--- src/rtl/phase_scheduler.sv ---
// Next-phase/duration scheduler for the intersection light sequencer.
// Answers each sched_req one cycle later and tracks pedestrian and side-road requests.
module phase_scheduler #(
  parameter int TBASE = 6,
  parameter int TEXT  = 3,
  parameter int TYEL  = 2
) (
  input  logic       clk,
  input  logic       reset,
  input  logic       walk_btn,
  input  logic       sensor,
  input  logic       preempt,
  input  logic       sched_req,
  output logic       sched_ack,
  output logic [2:0] phase,
  output logic [3:0] duration,
  output logic       walk_light,
  output logic       walk_pending,
  output logic       sensor_pending
);

  typedef enum logic [2:0] {
    PH_GR = 3'd0,
    PH_YR = 3'd1,
    PH_RG = 3'd2,
    PH_RY = 3'd3,
    PH_RR = 3'd4
  } phase_e;

  localparam logic [3:0] T_BASE     = 4'(TBASE);
  localparam logic [3:0] T_EXT      = 4'(TEXT);
  localparam logic [3:0] T_YEL      = 4'(TYEL);
  localparam logic [3:0] T_BASE_EXT = 4'(TBASE + TEXT);
  localparam logic [3:0] T_LONG     = T_BASE + T_BASE;

  phase_e     phase_q, phase_d;
  logic [3:0] dur_q, dur_d;
  logic       ack_q, ack_d;
  logic       walk_light_q, walk_light_d;
  logic       walk_pend_q, walk_pend_d;
  logic       sens_pend_q, sens_pend_d;
  logic       decide_s;
  logic       use_walk_s;
  logic       use_sens_s;

  // Next-phase decision and request latching.
  always_comb begin
    phase_d    = phase_q;
    dur_d      = dur_q;
    use_walk_s = 1'b0;
    use_sens_s = 1'b0;
    decide_s   = sched_req & ~ack_q;
    ack_d      = decide_s;

    if (decide_s && preempt) begin
      // Emergency: drive toward main-green and hold there; requests stay latched.
      case (phase_q)
        PH_GR:   begin phase_d = PH_GR; dur_d = T_BASE; end
        PH_YR:   begin phase_d = PH_RR; dur_d = T_YEL;  end
        PH_RG:   begin phase_d = PH_RY; dur_d = T_YEL;  end
        PH_RY:   begin phase_d = PH_GR; dur_d = T_BASE; end
        PH_RR:   begin phase_d = PH_GR; dur_d = T_BASE; end
        default: begin phase_d = PH_RY; dur_d = T_YEL;  end
      endcase
    end else if (decide_s) begin
      case (phase_q)
        PH_GR: begin
          phase_d = PH_YR;
          dur_d   = T_YEL;
        end
        PH_YR: begin
          if (walk_pend_q) begin
            phase_d    = PH_RR;
            dur_d      = T_EXT;
            use_walk_s = 1'b1;
          end else begin
            phase_d    = PH_RG;
            dur_d      = sens_pend_q ? T_BASE_EXT : T_BASE;
            use_sens_s = 1'b1;
          end
        end
        PH_RR: begin
          phase_d    = PH_RG;
          dur_d      = sens_pend_q ? T_BASE_EXT : T_BASE;
          use_sens_s = 1'b1;
        end
        PH_RG: begin
          phase_d = PH_RY;
          dur_d   = T_YEL;
        end
        PH_RY: begin
          phase_d = PH_GR;
          dur_d   = (walk_pend_q | sens_pend_q) ? T_BASE : T_LONG;
        end
        default: begin
          phase_d = PH_RY;
          dur_d   = T_YEL;
        end
      endcase
    end else begin
      phase_d = phase_q;
      dur_d   = dur_q;
    end

    // A consuming decision beats a same-cycle set.
    if (use_walk_s) begin
      walk_pend_d = 1'b0;
    end else if (walk_btn && (phase_q != PH_RR)) begin
      walk_pend_d = 1'b1;
    end else begin
      walk_pend_d = walk_pend_q;
    end

    if (use_sens_s) begin
      sens_pend_d = 1'b0;
    end else if (sensor && (phase_q != PH_RG)) begin
      sens_pend_d = 1'b1;
    end else begin
      sens_pend_d = sens_pend_q;
    end

    walk_light_d = (phase_d == PH_RR);
  end

  // State and output registers.
  always_ff @(posedge clk or posedge reset) begin
    if (reset) begin
      phase_q      <= PH_RY;
      dur_q        <= T_YEL;
      ack_q        <= 1'b0;
      walk_light_q <= 1'b0;
      walk_pend_q  <= 1'b0;
      sens_pend_q  <= 1'b0;
    end else begin
      phase_q      <= phase_d;
      dur_q        <= dur_d;
      ack_q        <= ack_d;
      walk_light_q <= walk_light_d;
      walk_pend_q  <= walk_pend_d;
      sens_pend_q  <= sens_pend_d;
    end
  end

  assign sched_ack      = ack_q;
  assign phase          = phase_q;
  assign duration       = dur_q;
  assign walk_light     = walk_light_q;
  assign walk_pending   = walk_pend_q;
  assign sensor_pending = sens_pend_q;

endmodule

--- config.mk ---
export PLATFORM = sky130hd
export DESIGN_NAME = phase_scheduler
export DESIGN_NICKNAME = d
export VERILOG_FILES = /design/src/rtl/phase_scheduler.sv
export SDC_FILE = /design/constraint.sdc
export NUM_CORES = 1
export LEC_CHECK = 0
export BUFFER_PORTS_ARGS = -buffer_cell sky130_fd_sc_hd__buf_2
export CAP_MARGIN = 0
export CORE_UTILIZATION = 40
export DETAILED_ROUTE_END_ITERATION = 8
export PLACE_DENSITY = 0.68
export REMOVE_ABC_BUFFERS = 1
export SKIP_LAST_GASP = 1
export SYNTH_ARGS = -nofsm -noshare
export SYNTH_HDL_FRONTEND = slang
export SYNTH_SLANG_ARGS = --single-unit
export TNS_END_PERCENT = 10
--- constraint.sdc ---
create_clock -name clk -period 1.6 [get_ports clk]
set_input_delay 0.16 -clock clk [delete_from_list [all_inputs] [get_ports clk]]
set_output_delay 0.16 -clock clk [all_outputs]
set_load 0.01 [all_outputs]
==> metrics.txt, run 1 <==
CTS H-tree depth=1; synthesized area=581 um^2; Final setup viols=0; area grow syn2layout=25.0%; Worst Hold Path EP=sensor_pending$_DFFE_PP0P_; IO Count=17; antenna violations before repair=0; FF-to-FF path depth=3; CTS Buf Count=3; register share of total power=0.396; DP Area=689 um^2; register bit total from synthesis=11; Synth Instances=59; Worst Hold Depth=3; FILL cells=136; first-pass GRT wire length=2.01 mm; Power, Total=1.23 mW; Layout Utilization=0.551; pins over their slew limit=0; Worst-Skew Late Latency=270 ps; Port Buf Inserts=16; CP cell instances=or3b_4, a2111oi_4, a221o_1; switching share of total power=0.391; startpoint types=flip-flop; Crit. End Element=flip-flop; vias in the first global route=439; worst-path fanout max=3; IR drop worst, VDD=787 uV; WHS=142 ps; reg2reg end=duration[3]$_DFFE_PP0P_; LEAKAGE=0.327 nW; Int Pwr=748 uW; DIE AREA=1610 um^2; setup ws final=41.6 ps; Initial Util=0.441; endpoints failing hold=0; post-synth top area cell=dfrtp_1; run status=finished clean; cell area after layout=726 um^2; top cells by area, synth=dfrtp_1 (34%), dfstp_2 (14%), a2111oi_4 (4.7%), nand2_1 (3.9%), a21oi_1 (3.4%); CTS Root Cell=clkbuf_4; combinational group share of total power=0.448; nets=86; Hold Path Origin=sensor; portion of total power attributed to the clock network=0.156; Max-Cap Viols=0; std cell rows=13; via count=508; Rel. slew slack=0.709; post-synth top area share=0.345; grt ovf=0; post-DR vias/cell=5.40; post-route ant nets=0; Die Ht=40.1 um; Yosys cell types=26; RR Startpoint=phase[0]$_DFF_PP1_; # placed instances=89; Psw=481 uW; Ant. Diodes=0; maximum number of pins on one net before global-route repair=12; critical path class=reg2reg; Die W=40.1 um; Placer Congestion=0.812; final WL=1.33 mm; All-Layer GR Usage=0.205; crit share post-route=0.974; Ys Warns=0; Max Clock Freq=0.642 GHz; Tightest Hold Check Type=in2reg; DR pass1 iterations=4; drt wl/cell=14.1 um; Cell Count, Final, Fillers Out=94; crit path DAT=1770 ps; slowest stage cell on the critical path=dfstp_2; CP required=1810 ps; DRT iter0 DRCs=14; R2R setup slack=40 ps; Seq/Total Area, Yosys=0.481; hpwl dp=941 um; worst slew pin tran=436 ps; PwrDens=1690 nW/um^2; clock tree buffer depth=2; setup TNS=0 ps; CP max stage delay=520 ps; syn_area_per_cell=9.84 um^2; RSZ-0062 raised after global routing=true; Core Region=1320 um^2; post-layout min period=1560 ps; drc violations=0; layout cells sized above 1=0.367; clock skew=1.39 ps; clk slew on worst S/H paths=70 ps; CTS sink cnt=11; TritonCTS clock tree=yes; post-place setup slack=57.7 ps
==> Yosys cell counts, drive strengths merged <==
cell type  number
nor2            4
nand2           6
o31ai           2
a2bb2oi         1
dfrtp           8
a221o           1
o2bb2ai         1
a32oi           1
a21oi           4
dfstp           3
o41ai           1
buf             1
and4bb          1
nor4bb          1
a211oi          1
nand2b          3
a2111oi         1
and4            1
clkbuf          4
o21ai           3
nor3            3
o21bai          1
nor2b           1
o311ai          1
or3b            1
inv             4
==> critical path, delay by kind of cell, from the launching register on <==
| kind | cells | cell delay, ps |
|---|---|---|
| and+or+nand+nor | 1 | 380 |
| AOI/OAI and AO/OA | 2 | 600 |
| DFF | 1 | 520 |
==> placed cells by master (no fill, tap or decap), types with 2 or more instances in the layout <==
| master | instances |
|---|---|
| o21ai_0 | 3 |
| inv_1 | 4 |
| dfstp_2 | 3 |
| clkbuf_4 | 3 |
| dfrtp_1 | 8 |
| nor2_1 | 4 |
| buf_4 | 4 |
| nand2b_1 | 3 |
| a21oi_1 | 4 |
| nand2_1 | 6 |
| buf_2 | 16 |
| nor3_1 | 3 |
| o31ai_1 | 2 |
==> how the worst max path moves through the flow <==
stage | from | end | slack (ps) | depth (start not counted)
floorplan | phase[0]$_DFF_PP1_ | duration[3]$_DFFE_PP0P_ | -40 | 3
global placement | phase[0]$_DFF_PP1_ | duration[3]$_DFFE_PP0P_ | 60 | 3
detailed placement | phase[0]$_DFF_PP1_ | duration[3]$_DFFE_PP0P_ | 60 | 3
CTS | phase[0]$_DFF_PP1_ | duration[3]$_DFFE_PP0P_ | 40 | 3
global route | phase[0]$_DFF_PP1_ | duration[3]$_DFFE_PP0P_ | -3 | 3
finish | phase[0]$_DFF_PP1_ | duration[3]$_DFFE_PP0P_ | 40 | 3
==> cells by family (layout without fill, tap and decap cells) <==
logic type / after synthesis / count (layout) / share of synthesized area
and+or+nand+nor: 21 / 21 / 0.207
DFF: 11 / 11 / 0.481
buffers and inverters: 9 / 29 / 0.0603
AOI/OAI and AO/OA: 18 / 18 / 0.252
==> timing repair <==
action                                 CTS  global route
setup buffers                            0             0
resized for setup                        0             1
hold buffers                             1             0
endpoints found under the hold margin    8             0
setup endpoints to repair                0             2
==> power groups by stage <==
stage          registers (mW)  clock network (mW)  logic [mW]
2_1_floorplan           0.577                   0       0.231
3_3_place_gp            0.487                   0       0.539
3_5_place_dp            0.490                   0       0.549
4_1_cts                 0.486               0.197       0.552
5_1_grt                 0.506               0.218       0.613
6_report                0.487               0.191       0.551
==> layout make-up <==
type,instances,area [um^2],area share
repair buffers,21,120,0.166
clock buffers,4,26.3,0.0362
flip-flops and latches,11,279,0.384
well taps,15,18.8,0.0259
inverters,4,15.0,0.0207
multi-input cells,39,267,0.367
==> layer usage <==
layer,up-vias,GRT usage,part of all wire
li1,252,-,-
met1,232,0.268,0.47
met2,19,0.298,0.44
met3,5,0.0500,0.060
met4,0,0.129,0.024
met5,-,0,0
==> flip-flops by register name, indices dropped and copies added, names as in the netlist <==
register / count
duration: 4
phase: 3
sched_ack: 1
sensor_pending: 1
walk_light: 1
walk_pending: 1
Power figures use the tool's default switching activity.
==> run 2: changes to the inputs <==
Settings changed: CORE_AREA from default to 2 2 39 41, CORE_UTILIZATION 40 to default, CTS_BUF_LIST from default to sky130_fd_sc_hd__clkbuf_8, DIE_AREA from default to 0 0 41 43, PLACE_DENSITY 0.68 to 0.73.
==> run 2 against run 1 <==
Against the previous run:
- clock power up 44%
- critical path depth up 1
- sequential share of layout area down 1.0 points
- register-to-register slack better by 40 ps
- largest cell class unchanged
==> metrics.txt, run 2 (same netlist as run 1, synthesis figures left out) <==
run status=finished clean; combinational group share of total power=0.422; Die W=41 um; register share of total power=0.369; worst-path fanout max=11; DP Area=691 um^2; Placer Congestion=0.808; clock skew=5.03 ps; vias in the first global route=478; hpwl dp=969 um; Worst-Skew Late Latency=240 ps; IR drop worst, VDD=894 uV; Critical Path Sink=walk_pending$_DFFE_PP0P_; TritonCTS clock tree=yes; clock tree buffer depth=2; R2R setup slack=80 ps; Initial Util=0.420; cell area after layout=746 um^2; IO Count=17; clk slew on worst S/H paths=50 ps; met2 GRT Util=0.272; most frequent cells in the layout=buf_2 (16), dfrtp_1 (8), nand2_1 (6); met1 Use GR=0.279; Max-Cap Viols=0; RSZ-0062 raised after global routing=false; FILL cells=132; drc violations=0; worst slew pin tran=449 ps; antenna violations before repair=0; std cell rows=14; switching share of total power=0.378; area grow syn2layout=28.4%; layout cells sized above 1=0.354; nets=86; Tightest Hold Check Type=in2reg; endpoints failing hold=0; via count=523; RR Startpoint=phase[0]$_DFF_PP1_; FF-to-FF path depth=4; DRT iter0 DRCs=12; max reg flops=4; CP required=1710 ps; Psw=497 uW; post-route ant nets=0; drt wl/cell=14.9 um; maximum number of pins on one net before global-route repair=12; Core Region=1380 um^2; PwrDens=1770 nW/um^2; startpoint types=flip-flop; DIE AREA=1760 um^2; setup TNS=0 ps; Max Clock Freq=0.660 GHz; most common cell after layout, fill and taps aside=buf_2; CTS Buf Count=3; crit path DAT=1630 ps; reg2reg end=walk_pending$_DFFE_PP0P_; pins over their slew limit=0; Port Buf Inserts=16; grt ovf=0; portion of total power attributed to the clock network=0.209; Rel. slew slack=0.700; Worst Hold Depth=3; Crit. End Element=flip-flop; M3 GR Usage=0.0471; DR pass1 iterations=4; CTS H-tree depth=1; Die Ht=43 um; All-Layer GR Usage=0.203; CTS Root Cell=clkbuf_8; crit share post-route=0.947; final WL=1.42 mm; Final setup viols=0; gr busiest metal=met1; LEAKAGE=0.341 nW; Crit. Startpoint=phase[0]$_DFF_PP1_; critical path class=reg2reg; CTS sink cnt=11; post-DR vias/cell=5.51; first-pass GRT wire length=2.28 mm; Ant. Diodes=0; post-layout min period=1520 ps; Int Pwr=819 uW
[run 2: cell type report]
type | count | area [um^2] | area share
sequential | 11 | 279 | 0.374
inverter | 4 | 15.0 | 0.0201
timing repair buffer | 21 | 120 | 0.161
tap | 16 | 20.0 | 0.0268
clock inverter | 1 | 3.75 | 0.00503
clock buffer | 3 | 41.3 | 0.0554
multi-input combinational | 39 | 267 | 0.357
[run 2: timing repair]
item / CTS / global route
setup endpoints to repair: 0 / 1
endpoints found under the hold margin: 8 / 0
hold buffers: 1 / 0
gates resized for setup: 0 / 0
setup buffers: 0 / 0
[run 2: per-layer routing]
| layer | share of wire | wire, um |
|---|---|---|
| met5 | 0 | 0 |
| met4 | 0.029 | 41 |
| met3 | 0.051 | 72 |
| met2 | 0.48 | 683 |
| met1 | 0.44 | 620 |
[run 2: worst min path at each step]
stage / start / end / slack (ps)
after floorplan: reset / duration[0]$_DFFE_PP0P_ / 10
after CTS: sensor / sensor_pending$_DFFE_PP0P_ / 180
after global placement: reset / duration[2]$_DFFE_PP0P_ / 170
after detailed placement: reset / duration[2]$_DFFE_PP0P_ / 190
final: sensor / sensor_pending$_DFFE_PP0P_ / 180
after global routing: walk_btn / walk_pending$_DFFE_PP0P_ / 210
[run 2: power by group through the flow]
| stage | sequential [mW] | combinational, mW | clock [mW] |
|---|---|---|---|
| floorplan | 0.577 | 0.231 | 0 |
| global placement | 0.486 | 0.542 | 0 |
| detailed placement | 0.491 | 0.552 | 0 |
| CTS | 0.488 | 0.554 | 0.279 |
| global route | 0.506 | 0.612 | 0.301 |
| finish | 0.486 | 0.556 | 0.275 |
[run 2: worst max-delay path, cell delays in order, from the launching register on]
cell	delay, ps
dfstp_2	520
buf_4	160
and4bb_1	310
nor4bb_1	300
nor3_1	90
[run 2: stage by stage]
step	hold slack [ps]	total power, mW	utilization	worst slack, ps	instances
2_1_floorplan	10.3	0.808	-	-35.3	54
3_3_place_gp	171	1.03	0.499	61.1	90
3_5_place_dp	192	1.04	0.499	49.8	90
4_1_cts	180	1.32	0.539	40.0	95
5_1_grt	207	1.42	0.539	20.4	95
6_report	180	1.32	0.539	84.6	95
==> run 3: changes to the inputs <==
Settings changed: ABC_AREA from default to 1, PLACE_DENSITY 0.73 to 0.77.
==> run 3 against run 2 <==
Against the previous run:
- synthesized area increased by 7.8%
- wire length decreased by 2.0%
- non-clock buffer count decreased by 4
- utilization increased by 2.6 points
- combinational power decreased by 15%
- sequential power decreased by 3%
- register-to-register slack improved by 230 ps
- sequential cell count unchanged
- worst setup slack improved by 230 ps
- hold slack got worse by 16 ps
- die area unchanged
- first-iteration DRC count decreased by 17%
- critical path type unchanged
- critical endpoint is now walk_light$_DFF_PP0_
- largest power group unchanged
==> metrics.txt, run 3 <==
met1 WL=615 um; post-layout min period=1290 ps; drc violations=0; syn_area_per_cell=7.45 um^2; cell area after layout=782 um^2; CTS H-tree depth=1; Ys Warns=0; most frequent cell after synthesis=nand2_1; Die Ht=43 um; WHS=164 ps; FF-to-FF path depth=7; Die W=41 um; met2 routed WL=677 um; Power, Total=1.23 mW; All-Layer GR Usage=0.205; clock skew=7.52 ps; # hold bufs at CTS=1; std cell rows=14; Seq/Total Area, Yosys=0.446; Worst Hold Path EP=walk_pending$_DFFE_PP0P_; Placer Congestion=0.865; startpoint types=flip-flop; Worst Hold Depth=3; antenna violations before repair=0; Cell Count, Final, Fillers Out=121; most common cell after layout, fill and taps aside=nand2_1; worst-path fanout max=7; max layer used=met4; clock tree buffer depth=2; Ant. Diodes=0; Most used DFF post-synth=dfrtp_1; hpwl dp=1.04 mm; post-DR vias/cell=5.06; worst slew pin tran=431 ps; post-cts sizing count=0; # placed instances=116; final WL=1.39 mm; layout cells sized above 1=0.390; post-route ant nets=0; vias in the first global route=580; Final setup viols=0; setup ws final=312 ps; CTS sink cnt=11; R2R setup slack=310 ps; endpoints failing hold=0; most frequent cells in the layout=nand2_1 (18), buf_2 (16), nand3_1 (12); DR WL met3=64 um; clk slew on worst S/H paths=60 ps; IO Count=17; DRT iter0 DRCs=10; Layout Utilization=0.565; grt ovf=0; run status=finished clean; RSZ-0062 raised after global routing=false; TritonCTS clock tree=yes; Initial Util=0.452; crit path DAT=1430 ps; Max Clock Freq=0.777 GHz; Tightest Hold Check Type=in2reg; Post-CTS Setup Repair Bufs=0; FFs w/ async S/R, synth=1.00; critical path class=reg2reg; Crit. End Element=flip-flop; Hold Path Origin=walk_btn; synthesized area=626 um^2; Port Buf Inserts=16; Core Region=1380 um^2; CTS Root Cell=clkbuf_8; post-place setup slack=338 ps; pins over their slew limit=0; setup TNS=0 ps; Post-synth top cells=nand2_1 (18), nand3_1 (12), nor2_1 (9), dfrtp_1 (8), inv_1 (8); CTS Buf Count=3; DP Area=726 um^2; IR drop worst, VDD=690 uV; top cells by area, synth=dfrtp_1 (32%), dfstp_2 (13%), nand2_1 (11%), nand3_1 (9.6%), nand2_2 (7.0%); Post-synth EDFFs=0; PwrDens=1570 nW/um^2; Max-Cap Viols=0; max reg flops=4; register bit total from synthesis=11; Synth Instances=84; Worst-Skew Late Latency=240 ps; DIE AREA=1760 um^2; post-synth top area cell=dfrtp_1; first-pass GRT wire length=2.44 mm; drt wl/cell=11.5 um; Yosys cell types=14; area grow syn2layout=25.0%; nets=112; DR pass1 iterations=4; via count=612; crit share post-route=0.805; CP required=1740 ps; LEAKAGE=0.433 nW; maximum number of pins on one net before global-route repair=12; post-synth top area share=0.320; Rel. slew slack=0.712; reg2reg end=walk_light$_DFF_PP0_; RR Startpoint=phase[0]$_DFF_PP1_
[run 3: changes by cell type in the layout (fill, tap and decap cells not counted), sizes merged, moves of 2 or more]
cell,delta
o31ai,-2
nand3,+12
nor2,+11
nor3,-3
nand2,+20
buf,-4
inv,+7
nand2b,-3
[run 3: worst max-delay path, cell delays in order (launching register included)]
cell and delay (ps):
dfstp_2 600, inv_2 60, nor2_2 140, nand3_1 120
nand3_1 100, nand2_1 50, nand2_1 90, nor2_2 40
[run 3: metal layers]
metal / global-route usage / vias to the layer above
met5: 0 / -
met4: 0.147 / 0
met3: 0.0366 / 4
met2: 0.297 / 23
met1: 0.260 / 277
li1: - / 308
[run 3: kinds of logic (layout without fill, tap and decap cells)]
logic type	after synthesis	in the layout	share of synthesized area
AOI/OAI and AO/OA	8	8	0.0680
buffers and inverters	12	33	0.0720
and+or+nand+nor	53	53	0.414
DFF	11	11	0.446
[run 3: worst max path at each step]
stage / startpoint / end / slack [ps] / cells past startpoint
CTS: phase[0]$_DFF_PP1_ / walk_light$_DFF_PP0_ / 320 / 7
finish: phase[0]$_DFF_PP1_ / walk_light$_DFF_PP0_ / 310 / 7
global route: phase[0]$_DFF_PP1_ / walk_light$_DFF_PP0_ / 180 / 7
detailed placement: phase[0]$_DFF_PP1_ / walk_light$_DFF_PP0_ / 340 / 7
global placement: phase[0]$_DFF_PP1_ / walk_light$_DFF_PP0_ / 380 / 7
floorplan: phase[0]$_DFF_PP1_ / walk_light$_DFF_PP0_ / 390 / 7
[run 3: power by group]
group          total [mW]  switching, mW  internal (mW)
clock network       0.286          0.115          0.172
registers           0.472         0.0996          0.372
logic               0.473          0.296          0.177
total                1.23          0.511          0.720
[run 3: area by class of cell]
cell class | instances | area (um^2)
Clock buffer | 3 | 41.3
Clock inverter | 1 | 5.00
Fill cell | 135 | 602
Inverter | 12 | 45.0
Multi-Input combinational cell | 61 | 302
Sequential cell | 11 | 279
Tap cell | 16 | 20.0
Timing Repair Buffer | 17 | 90.1
